[src/rtl/proc_pkg.sv]
// rtl/proc_pkg.sv - shared widths and types for the processor memory path
//
// Purpose: common definitions used by the instruction/data memory arbiter.
//   WORD_SIZE    data and address width of the unified RAM
//   arb_state_t  access sequencer states IDLE -> ISSUE -> WAIT -> RESP
//   arb_port_t   identifies the requester that owns the current access
package proc_pkg;

  localparam int WORD_SIZE = 16;

  typedef enum logic [1:0] {
    IDLE  = 2'd0,
    ISSUE = 2'd1,
    WAIT  = 2'd2,
    RESP  = 2'd3
  } arb_state_t;

  typedef enum logic {
    PORT_INSTR = 1'b0,
    PORT_DATA  = 1'b1
  } arb_port_t;

endpackage

[src/rtl/mem_arb_pick.sv]
// rtl/mem_arb_pick.sv - grant select between instruction fetch and data port
//
// Purpose: combinational choice of which port owns the next memory access.
//   Data wins a tie because it sits deeper in the pipeline. When the macro
//   ARB_FAIRNESS_EN is defined, a saturating starvation counter forces an
//   instruction grant after STARVE_LIMIT consecutive data grants made while
//   a fetch was waiting. Without the macro the counter is not built.
// Ports:
//   Clock, Reset  clock (rising edge), asynchronous active-high reset
//   instr_req     fetch request pending
//   data_req      data request pending
//   take          the sequencer accepts the grant this cycle
//   grant         port selected for the next access
module mem_arb_pick
  import proc_pkg::*;
#(
  parameter int STARVE_LIMIT = 4
) (
  input  logic      Clock,
  input  logic      Reset,
  input  logic      instr_req,
  input  logic      data_req,
  input  logic      take,
  output arb_port_t grant
);

`ifdef ARB_FAIRNESS_EN
  localparam int SW = $clog2(STARVE_LIMIT + 1);
  localparam logic [SW-1:0] LIMIT = SW'(STARVE_LIMIT);

  logic [SW-1:0] starve_q;
  logic          force_instr;

  assign force_instr = (starve_q == LIMIT);

  always_comb begin
    grant = PORT_DATA;
    if (instr_req && (!data_req || force_instr)) begin
      grant = PORT_INSTR;
    end
  end

  // Only data grants that actually bypass a waiting fetch count as starvation.
  always_ff @(posedge Clock or posedge Reset) begin
    if (Reset) begin
      starve_q <= '0;
    end else if (take) begin
      if (grant == PORT_INSTR) begin
        starve_q <= '0;
      end else if (instr_req && !force_instr) begin
        starve_q <= starve_q + SW'(1);
      end
    end
  end
`else
  localparam int unused_starve_limit = STARVE_LIMIT;

  logic unused_pick;
  assign unused_pick = &{1'b0, Clock, Reset, take};

  always_comb begin
    grant = PORT_DATA;
    if (instr_req && !data_req) begin
      grant = PORT_INSTR;
    end
  end
`endif

endmodule

[src/rtl/mem_port_arbiter.sv]
// rtl/mem_port_arbiter.sv - shares one single-port synchronous RAM between fetch and data ports
//
// Purpose: sequences each access through IDLE -> ISSUE -> WAIT -> RESP and
//   returns a one-cycle done pulse to the granted requester. Requests are
//   sampled only in IDLE. Optional fairness is enabled with ARB_FAIRNESS_EN.
// Ports:
//   Clock, Reset                 clock (rising edge), async active-high reset
//   instr_req/instr_addr         fetch request (level, held until instr_done)
//   instr_rdata/instr_done       fetched word, valid with the done pulse
//   data_req/data_we/data_addr/data_wdata  load/store request
//   data_rdata/data_done         load data, valid with the done pulse
//   mem_addr/mem_wdata/mem_we/mem_re       RAM command, driven only in ISSUE
//   mem_rdata                    RAM read data, MEM_LATENCY cycles after mem_re
module mem_port_arbiter
  import proc_pkg::*;
#(
  parameter int MEM_LATENCY  = 1,
  parameter int STARVE_LIMIT = 4
) (
  input  logic                 Clock,
  input  logic                 Reset,
  input  logic                 instr_req,
  input  logic [WORD_SIZE-1:0] instr_addr,
  output logic [WORD_SIZE-1:0] instr_rdata,
  output logic                 instr_done,
  input  logic                 data_req,
  input  logic                 data_we,
  input  logic [WORD_SIZE-1:0] data_addr,
  input  logic [WORD_SIZE-1:0] data_wdata,
  output logic [WORD_SIZE-1:0] data_rdata,
  output logic                 data_done,
  output logic [WORD_SIZE-1:0] mem_addr,
  output logic [WORD_SIZE-1:0] mem_wdata,
  output logic                 mem_we,
  output logic                 mem_re,
  input  logic [WORD_SIZE-1:0] mem_rdata
);

  localparam int CNT_W = $clog2(MEM_LATENCY + 1);
  localparam logic [CNT_W-1:0] LAT_LOAD = CNT_W'(MEM_LATENCY - 1);

  arb_state_t           state_q;
  arb_port_t            grant_q;
  logic                 we_q;
  logic [CNT_W-1:0]     cnt_q;
  logic [WORD_SIZE-1:0] mem_addr_q;
  logic [WORD_SIZE-1:0] mem_wdata_q;
  logic                 mem_we_q;
  logic                 mem_re_q;
  logic [WORD_SIZE-1:0] instr_rdata_q;
  logic [WORD_SIZE-1:0] data_rdata_q;
  logic                 instr_done_q;
  logic                 data_done_q;

  logic      take;
  arb_port_t pick_grant;

  assign take = (state_q == IDLE) && (instr_req || data_req);

  mem_arb_pick #(
    .STARVE_LIMIT(STARVE_LIMIT)
  ) u_pick (
    .Clock    (Clock),
    .Reset    (Reset),
    .instr_req(instr_req),
    .data_req (data_req),
    .take     (take),
    .grant    (pick_grant)
  );

  // mem_* and done are registered: they are loaded on the edge that enters
  // ISSUE / RESP and fall back to zero on every other edge.
  always_ff @(posedge Clock or posedge Reset) begin
    if (Reset) begin
      state_q       <= IDLE;
      grant_q       <= PORT_INSTR;
      we_q          <= 1'b0;
      cnt_q         <= '0;
      mem_addr_q    <= '0;
      mem_wdata_q   <= '0;
      mem_we_q      <= 1'b0;
      mem_re_q      <= 1'b0;
      instr_rdata_q <= '0;
      data_rdata_q  <= '0;
      instr_done_q  <= 1'b0;
      data_done_q   <= 1'b0;
    end else begin
      mem_addr_q   <= '0;
      mem_wdata_q  <= '0;
      mem_we_q     <= 1'b0;
      mem_re_q     <= 1'b0;
      instr_done_q <= 1'b0;
      data_done_q  <= 1'b0;

      case (state_q)
        IDLE: begin
          if (take) begin
            grant_q <= pick_grant;
            if (pick_grant == PORT_DATA) begin
              we_q        <= data_we;
              mem_addr_q  <= data_addr;
              mem_wdata_q <= data_we ? data_wdata : '0;
              mem_we_q    <= data_we;
              mem_re_q    <= !data_we;
            end else begin
              we_q       <= 1'b0;
              mem_addr_q <= instr_addr;
              mem_re_q   <= 1'b1;
            end
            state_q <= ISSUE;
          end
        end

        ISSUE: begin
          if (we_q) begin
            // Stores complete without waiting for the RAM.
            if (grant_q == PORT_DATA) begin
              data_done_q <= 1'b1;
            end else begin
              instr_done_q <= 1'b1;
            end
            state_q <= RESP;
          end else begin
            cnt_q   <= LAT_LOAD;
            state_q <= WAIT;
          end
        end

        WAIT: begin
          // WAIT lasts MEM_LATENCY cycles; read data is valid in the last one.
          if (cnt_q == '0) begin
            if (grant_q == PORT_DATA) begin
              data_rdata_q <= mem_rdata;
              data_done_q  <= 1'b1;
            end else begin
              instr_rdata_q <= mem_rdata;
              instr_done_q  <= 1'b1;
            end
            state_q <= RESP;
          end else begin
            cnt_q <= cnt_q - CNT_W'(1);
          end
        end

        RESP: begin
          we_q    <= 1'b0;
          state_q <= IDLE;
        end

        default: begin
          state_q <= IDLE;
        end
      endcase
    end
  end

  assign mem_addr    = mem_addr_q;
  assign mem_wdata   = mem_wdata_q;
  assign mem_we      = mem_we_q;
  assign mem_re      = mem_re_q;
  assign instr_rdata = instr_rdata_q;
  assign data_rdata  = data_rdata_q;
  assign instr_done  = instr_done_q;
  assign data_done   = data_done_q;

endmodule

[config.mk]
export PLATFORM = sky130hd
export DESIGN_NAME = mem_port_arbiter
export DESIGN_NICKNAME = d
export VERILOG_FILES = /design/src/rtl/proc_pkg.sv /design/src/rtl/mem_arb_pick.sv /design/src/rtl/mem_port_arbiter.sv
export SDC_FILE = /design/constraint.sdc
export NUM_CORES = 1
export LEC_CHECK = 0
export CAP_MARGIN = 10
export CORE_UTILIZATION = 30
export DETAILED_ROUTE_END_ITERATION = 8
export GPL_ROUTABILITY_DRIVEN = 0
export REMOVE_ABC_BUFFERS = 1
export SETUP_SLACK_MARGIN = 0.1
export SLEW_MARGIN = 20
export SYNTH_ARGS = -nofsm -noshare
export SYNTH_HDL_FRONTEND = slang
export SYNTH_HIERARCHICAL = 1
export SYNTH_SLANG_ARGS = --single-unit
[constraint.sdc]
create_clock -name Clock -period 3.3 [get_ports Clock]
set_input_delay 0.66 -clock Clock [delete_from_list [all_inputs] [get_ports Clock]]
set_output_delay 0.66 -clock Clock [all_outputs]
set_load 0.03 [all_outputs]
Yosys cells after proc, flatten, opt, wreduce, memory -nomap -nowiden
Index checks and enable logic that the tools add are counted.

Bits in registers: 73. Input port bits: 69. Output and inout port bits: 68. Word-level logic and storage cells: 66.

$add $sub $neg: 1. Eq/ne operators: 6. Muxes and demuxes: 31. Bitwise operators: 2. Reductions and logical operators: 14.

Operators by type and width (count): 16-bit two-way mux (7); 1-bit two-way mux (17); 1-bit one-hot mux with 2 select lines (4); 2-bit one-hot mux with 4 select lines (1); 2-bit AND reduction (4); 2-bit != test, second input constant (3); 3-bit AND reduction (2); 2-bit == test, second input constant (2); 2-bit two-way mux (2); 2-bit nonzero test (2); 2-bit by 1-bit == test with 1-bit output, second input constant (1); 1-bit logical AND (2); 1-bit logical NOT (2); 2-bit logical NOT (1); 1-bit inverter (2); 1-bit logical OR (1); 1-bit subtractor, second input constant (1).

Longest topological paths before layout
Depth in word-level cells: 5. Depth in mapped cells: 6. Depth with buffers taken out: 5.

Modules after synthesis
Netlist, hierarchy kept.

Modules (own cells, without submodules): mem_port_arbiter (instances 1, cells each 188, area an instance 2741.4 um2, sequential area each 1801.7 um2); mem_arb_pick (instances 1, cells each 1, area an instance 6.3 um2, sequential area each 0.0 um2).

Worst setup path after synthesis
Ideal clock, no wire load.

Kind: input-to-reg. Start point: input data_req. End point: register mem_wdata_q[0], in the netlist mem_wdata[0]. Library setup time: 0.119 ns. Arrival time: 1.375 ns. Required time: 3.181 ns. Path slack: 1.806 ns. Stages on the path: 6. Buffers on the path: 2. Cell sequence: nand2b_1 buf_6 nand2_1 nor2_4 buf_6 and2_1.

Cells in the longest elaborated chain, start to end: 5. Elaborated cells on any way between the ends: 7. Classes of those cells: mux (3); reduce/logical (4).

Ends and longest elaborated chain: from (decl) (line mem_port_arbiter.sv:26) `input logic data_req,`; 1-bit logical NOT (line mem_arb_pick.sv:63) `if (instr_req && !data_req) begin`; 1-bit logical AND (line mem_arb_pick.sv:63); 16-bit two-way mux (line mem_port_arbiter.sv:99) `if (pick_grant == PORT_DATA) begin`; 16-bit two-way mux * (line mem_port_arbiter.sv:97) `if (take) begin`; 16-bit two-way mux * (line mem_port_arbiter.sv:95) `case (state_q)`; to (signal assigned) (line mem_port_arbiter.sv:102) `mem_wdata_q <= data_we ? data_wdata : '0;`; to (decl) (line mem_port_arbiter.sv:47) `logic [WORD_SIZE-1:0] mem_wdata_q;`.

Mark *: on every way between the ends. The rest lies on a longest branch, timed or not. A chain may end at the register's enable or synchronous reset.

Worst setup path in the final report
Start point: register data_rdata_q[1], in the netlist data_rdata[1]. End point: output data_rdata[1].

RTL lines: from (decl) (line mem_port_arbiter.sv:51) `logic [WORD_SIZE-1:0] data_rdata_q;`; from (signal assigned) (line mem_port_arbiter.sv:133) `data_rdata_q <= mem_rdata;`; to (decl) (line mem_port_arbiter.sv:30) `output logic [WORD_SIZE-1:0] data_rdata,`.

No word-level cell between the ends.

==> metrics.txt <==
wire per inst=13.5 µm; antenna viol nets, final=0; R2R setup slack=1.68 ns; Hold WC Path Type=reg -> reg; cell internal pwr=2.58 mW; Sequential Power Share=33.0%; Max clock buf depth=2; max_slew headroom=46.3%; Clock Root Buffer=clkbuf_8; Setup TNS Final=0 ns; FILL cells=786; diodes inserted=0; initial core utilization=31.2%; initial antenna violation count=0; residual DRC count=16; fin worst setup slack=1.26 ns; worst slack, placed=1.11 ns; pin count of the biggest net entering global routing=38; via count=1940; FF+latch area=0.00180 mm²; Pleak=2.01 nW; Final Max Slew Viols=0; later-pin clock latency in the skew report=0.34 ns; violated checks=design-rule violations; Top Family by Delay on Critical Path=buffers and inverters; Final HPWL DP=4310 µm; chip width=97.6 µm; Mean Syn Cell Area=14.6 µm²; core area=0.00881 mm²; Die Height=97.6 µm; WS Path Type=reg -> out; Worst Setup SP=data_rdata[1]; Clk pin slew, worst setup/hold paths=0.08 ns; hold_ws=0.500 ns; Sink Count=72; Hold Vio Cnt, Final=0; fin crit period=2.04 ns; Num CTS Buffers=9; final net count=404; Worst Skew=0.00482 ns; RSZ-0062 raised after global routing=no; # resized after CTS=0; CTS tree=yes; Worst Reg-to-Reg Cells=4; CP bufs+invs=1; Peak Freq=491 MHz; reg2reg start=state_q[0]; Max-Cap Viols=0; period utilisation layout=61.7%; Initial DRC Count=58; hold buffers post-CTS=0; r2r endpoint=instr_rdata[9]; Tot GR Track Use=13.7%; # setup viols final=0; combinational group share of total power=45.3%; critical path required time=2.64 ns; clock power share=21.7%; status=complete, but fails checks; row count=34; Max Fanout on Critical Path=2; Slowest cell on crit path=clkdlybuf4s50_1; drt pass-1 iters=5; IO Pins=137; vias in the first global route=2079; global-route wire length before repair=10100 µm; Multi-input gate area=865 µm²; share of cells above drive strength 1=17.3%; CP Depth=1; Max VDD drop=0.302 mV; Net Sw Power=1.43 mW; CP endpoint kind=output port; mapped cell area=0.00274 mm²; Critical Path AT=1.38 ns; Least-Margin Pin Slew=0.804 ns; via/cell ratio=4.37; Area Growth Syn to Fin=62.8%; crit-path cells=clkdlybuf4s50_1; crit path capture=data_rdata[1]; grt ovf=0; max incr delay on CP=0.68 ns; IO buf count=136; sw frac=35.7%; Total Wirelength=5990 µm; setup bufs post-CTS=0; YS warnings=6; PwrDens=899 mW/mm²; H-Tree Level Count=3; Post-Synthesis Cells=188; die area=0.00953 mm²; Setup crit start kind=flop
final cells by class:
class | instances | area share [%]
sequential | 72 | 40.3
timing repair buffer | 139 | 31.3
multi-input combinational | 105 | 19.4
clock buffer | 11 | 3.39
tap | 108 | 3.03
clock inverter | 5 | 2.30
inverter | 4 | 0.336
flip-flops by register name (all words and copies together) (netlist names):
signal       cells
state_q          2
instr_done       1
data_rdata      16
data_done        1
grant_q          1
mem_we           1
we_q             1
instr_rdata     16
mem_addr        16
mem_re           1
mem_wdata       16
stage by stage:
step	power, mW	std cells	utilization, %	area [µm²]
3_5_place_dp	3.19	428	47.8	4210
5_1_grt	4.24	444	50.7	4470
6_report	4.01	444	50.7	4470
3_3_place_gp	3.17	428	47.8	4210
2_1_floorplan	2.40	181	-	2680
4_1_cts	4.07	444	50.7	4470
power by group through the flow:
stage | clock network, mW | logic (mW) | registers (mW)
floorplan | 0 | 0.502 | 1.90
global placement | 0 | 1.83 | 1.34
detailed placement | 0 | 1.84 | 1.35
CTS | 0.891 | 1.85 | 1.33
global route | 0.935 | 1.93 | 1.37
finish | 0.870 | 1.82 | 1.33
layer usage:
layer | routed length (µm) | global-route usage [%]
met1 | 2450 | 15.8
met2 | 2850 | 22.0
met3 | 674 | 7.12
met4 | 25 | 4.20
met5 | 0 | 0
placed cells by master, fill, tap and decap left out, types with 3 or more instances in the layout:
master / count
dfrtp_1: 72
nor2_1: 19
and2_1: 16
inv_1: 3
ha_1: 4
clkbuf_8: 11
bufinv_16: 3
clkdlybuf4s50_1: 136
mux2_2: 34
mux2i_1: 16
nand2_1: 3
worst min path at each step:
stage / from / end / slack, ns / depth (start not counted)
2_1_floorplan: grant_q / instr_done / 0.46 / 1
3_3_place_gp: instr_rdata[7] / instr_rdata[7] / 0.49 / 1
3_5_place_dp: data_rdata[13] / data_rdata[13] / 0.49 / 1
4_1_cts: grant_q / instr_done / 0.51 / 1
5_1_grt: data_rdata[13] / data_rdata[13] / 0.52 / 1
6_report: grant_q / instr_done / 0.50 / 1
Power figures use the tool's default switching activity.
==> variant 1 (same flow settings) <==
Re-encode `arb_state_t` (4 states) as one-hot, 4 bits wide.
--- a/src/rtl/proc_pkg.sv
+++ b/src/rtl/proc_pkg.sv
@@ -9,9 +9,9 @@
   localparam int WORD_SIZE = 16;
 
-  typedef enum logic [1:0] {
-    IDLE  = 2'd0,
-    ISSUE = 2'd1,
-    WAIT  = 2'd2,
-    RESP  = 2'd3
+  typedef enum logic [3:0] {
+    IDLE  = 4'b0001,
+    ISSUE = 4'b0010,
+    WAIT  = 4'b0100,
+    RESP  = 4'b1000
   } arb_state_t;
 
Check against the original RTL: no difference found for any inputs over 10 cycles, from zero or initial values and one cycle with Reset high; not proved beyond that.
==> variant 1 against the unedited design <==
  * The flow still finishes with violations (DRC)
  * Setup slack got worse by 2.0 ps
  * Fmax about the same
  * Area after synthesis increased by 0.64%
  * Hold slack got worse by 28 ps
  * Routed wire length increased by 1.2%
  * Sequential cell count increased by 2
  * Final area increased by 0.39%
  * Synthesized cell count unchanged
  * Power decreased by 4.7%
  * Highest routed layer unchanged
==> variant 1: results (changes against the unedited design) <==
[worst_setup_path]
slowest_stage=dfstp_2  ; was clkdlybuf4s50_1
r2r_start=state_q[0]  ; unchanged
critPathTopFamily=simple AND/OR/NAND/NOR gates  ; was buffers and inverters
crit_arrival_ps=2260  ; was 1380 ps
critPathKind=register to register  ; was register to output pin
worst_r2r_path_depth=5  ; was 4
rr_endpoint=grant_q  ; was instr_rdata[9]
reg2reg_slack_ps=1260  ; was 1680 ps
crit_fanout=20  ; was 2
critPathMaxStageDelay_ps=570  ; was 680 ps

[synth]
netlist_top_cells_count=dfrtp_1, mux2_2, nor2_1
ys_types=24
ys_seq_area_share_pct=67.10
yosys-top-cells-area=dfrtp_1, mux2_2, mux2i_1, and2_1, nor2_1

[global_route]
grt_pass1_wl_mm=9.963  ; was 10.09 mm
use_met3_pct=8.089  ; was 7.122%
met1_usage_pct=15.98  ; was 15.82%
grt_use_total_pct=13.48  ; was 13.69%
grt_use_met2_pct=20.53  ; was 21.99%
grt_max_degree=39  ; was 38
grt_pass1_vias=2022  ; was 2,079

[cts]
ctsResizeCount=0  ; unchanged
cts-root-buf=clkbuf_8  ; unchanged
cts_max_path_buffers=2  ; unchanged
post_cts_buffers=0  ; unchanged
insertion_delay_ps=330
cts.clk_slew.worst_paths_ps=70
cts_buffers=9  ; unchanged

[run_status]
violations=DRC  ; unchanged
status=complete, but fails checks  ; unchanged

[detailed_routing]
wl_met1_mm=2.545  ; was 2.445 mm
drtPass1Iterations=6  ; was 5
dr_wl_met2_mm=2.634  ; was 2.849 mm
vias_per_cell=4.309  ; was 4.369
drcViolationCount=10  ; was 16
met3_length_microns=815  ; was 674 microns
wl_per_cell_microns=13.66  ; was 13.50 microns
drt_iter0_drc=64  ; was 58

[timing]
skew_ps=7.657  ; was 4.819 ps
relSlewSlack_pct=48.81  ; was 46.35%
timing.fmax_ghz=0.4903  ; was 0.4907 GHz

[power_and_ir_drop]
swShare_pct=35.40  ; was 35.69%
p_leak_nw=2.039  ; was 2.010 nW
ir_drop_uv=386.5  ; was 301.7 uV

[final_layout]
fillers=793  ; was 786
drive_gt1_share_pct=17.56  ; was 17.26%
fin_nets=400  ; was 404

[worst_hold_path]
min_from=we_q  ; was grant_q

[placed_design]
place_ws_ps=1137  ; was 1106 ps

variant 1: area by class of cell:
type	instances	share of cell area (%)
Tap cell	108	3.013
Inverter	3	0.2511
Clock inverter	4	1.618
Multi-Input combinational cell	103	18.81
Sequential cell	74	41.32
Timing Repair Buffer	140	31.31
Clock buffer	12	3.683
variant 1: logic make-up (layout without fill, tap and decap cells):
logic type / count (synthesis) / in the layout / synth area share (%)
DFF: 74 / 74 / 67.10
and+or+nand+nor: 50 / 50 / 10.33
muxes: 49 / 49 / 19.26
buffers and inverters: 11 / 159 / 2.356
AOI/OAI and AO/OA: 4 / 4 / 0.9517
variant 1: per-stage QoR:
step	std cells	total power [mW]	area, sq um
after floorplan	180	2.292	2708
after CTS	444	3.884	4484
after global routing	444	4.037	4484
after detailed placement	428	3.066	4247
after global placement	428	3.045	4247
final	444	3.827	4484
variant 1: how the worst min path moves through the flow:
stage | endpoint | slack [ps] | cells after the start
6_report | state_q[2] | 470 | 1
4_1_cts | state_q[2] | 470 | 1
2_1_floorplan | state_q[2] | 430 | 1
5_1_grt | state_q[2] | 500 | 1
3_5_place_dp | state_q[2] | 460 | 1
3_3_place_gp | state_q[2] | 460 | 1
variant 1: power by group through the flow:
| stage | Sequential, mW | Clock, mW | Combinational (mW) |
|---|---|---|---|
| after floorplan | 1.93 | 0 | 0.361 |
| after global routing | 1.41 | 0.868 | 1.76 |
| after global placement | 1.37 | 0 | 1.68 |
| after CTS | 1.36 | 0.830 | 1.69 |
| after detailed placement | 1.38 | 0 | 1.69 |
| final | 1.36 | 0.798 | 1.67 |
==> variant 2 (same flow settings) <==
Without the edit above. `MEM_LATENCY`: 1 -> 2.
--- a/src/rtl/mem_port_arbiter.sv
+++ b/src/rtl/mem_port_arbiter.sv
@@ -15,5 +15,5 @@
   import proc_pkg::*;
 #(
-  parameter int MEM_LATENCY  = 1,
+  parameter int MEM_LATENCY  = 2,
   parameter int STARVE_LIMIT = 4
 ) (
Function: changed (Yosys sat finds a counterexample within 4 cycles, from zero or initial values and one cycle with Reset high).
==> variant 2 against the unedited design <==
  * Via count grew 8.1%
  * Setup slack gained 2.0 ps
  * Fmax is essentially flat
  * Clock skew grew 6.7 ps
  * Core utilization shrank 2.2 points
  * Final cell count grew 9.7%
  * Area after synthesis grew 9.7%
  * Hold slack gained 8.2 ps
  * Power grew 0.64%
  * Sequential cell count grew 2
  * Final area grew 5.6%
  * Routed wire length grew 10%
  * Synthesized cell count grew 10%
  * Count of clock-buffer cells in the layout shrank 2
  * Critical endpoint is now data_rdata[12]
==> variant 2: results (changes against the unedited design) <==
[timing]
tightest_slew_ps=761.7  ; was 803.6 ps
skew_ps=11.52  ; was 4.819 ps
timing.hold.ws_ps=507.8  ; was 499.6 ps

[placed_design]
place_hpwl_mm=4.847  ; was 4.309 mm
place_ws_ps=1113  ; was 1106 ps
placedCellCount=472  ; was 428
place_area_sq_um=4503  ; was 4213 sq um

[synth]
syn_inst=207  ; was 188

[final_layout]
fillers=933  ; was 786
drive_gt1_share_pct=16.67  ; was 17.26%
comb.multi_input.count=119  ; was 105
inverters_excl_clock=6  ; was 4
seq_cells=74  ; was 72
buf_share_pct=29.50  ; was 31.26%
final_util_pct=48.48  ; was 50.72%
signal_buffers=140  ; was 139
fin_nets=425  ; was 404
seq_area_sq_um=1852  ; was 1802 sq um
multi_input_area_sq_um=1070  ; was 864.6 sq um
clock_area_share_pct=4.536  ; was 5.686%
layout.cells.non_filler=487  ; was 444

[detailed_routing]
vias_per_cell=4.306  ; was 4.369
drt_iter0_drc=35  ; was 58
wl_per_cell_microns=13.58  ; was 13.50 microns
drtPass1Iterations=4  ; was 5

[power_and_ir_drop]
powerDensity_nw_per_um2=856.5  ; was 898.8 nW/um^2
ir_drop_uv=324.5  ; was 301.7 uV
p_leak_nw=2.187  ; was 2.010 nW

[global_route]
grt_pass1_vias=2207  ; was 2,079
grt_max_degree=46  ; was 38
grt_use_total_pct=13.58  ; was 13.69%

[cts]
cts.clk_slew.worst_paths_ps=80  ; about the same
h-tree-depth=3  ; unchanged

[run_status]
status=finished, final reports clean  ; was complete, but fails checks

[worst_hold_path]
min_from=data_rdata[10]  ; was grant_q

[variant 2: how the worst max path moves through the flow]
stage	startpoint	endpoint	slack, ps	cells past startpoint
after detailed placement	instr_req	mem_wdata[8]	1110	5
after global routing	instr_rdata[9]	instr_rdata[9]	1190	1
after CTS	data_rdata[12]	data_rdata[12]	1220	1
final	data_rdata[12]	data_rdata[12]	1260	1
after floorplan	Reset	cnt_q[0]	760	1
after global placement	data_req	mem_wdata[0]	1110	5
[variant 2: metal layers]
metal	GRT usage, %	share of wire [%]
met5	0	0
met4	6.264	1.5
met3	5.609	9.4
met2	21.53	47
met1	16.08	42
[variant 2: where the power goes]
| group | internal (mW) | switching (mW) | total (mW) | leakage [nW] |
|---|---|---|---|---|
| sequential | 1.21 | 0.161 | 1.37 | 0.936 |
| combinational | 0.932 | 0.979 | 1.91 | 1.15 |
| clock | 0.424 | 0.332 | 0.756 | 0.106 |
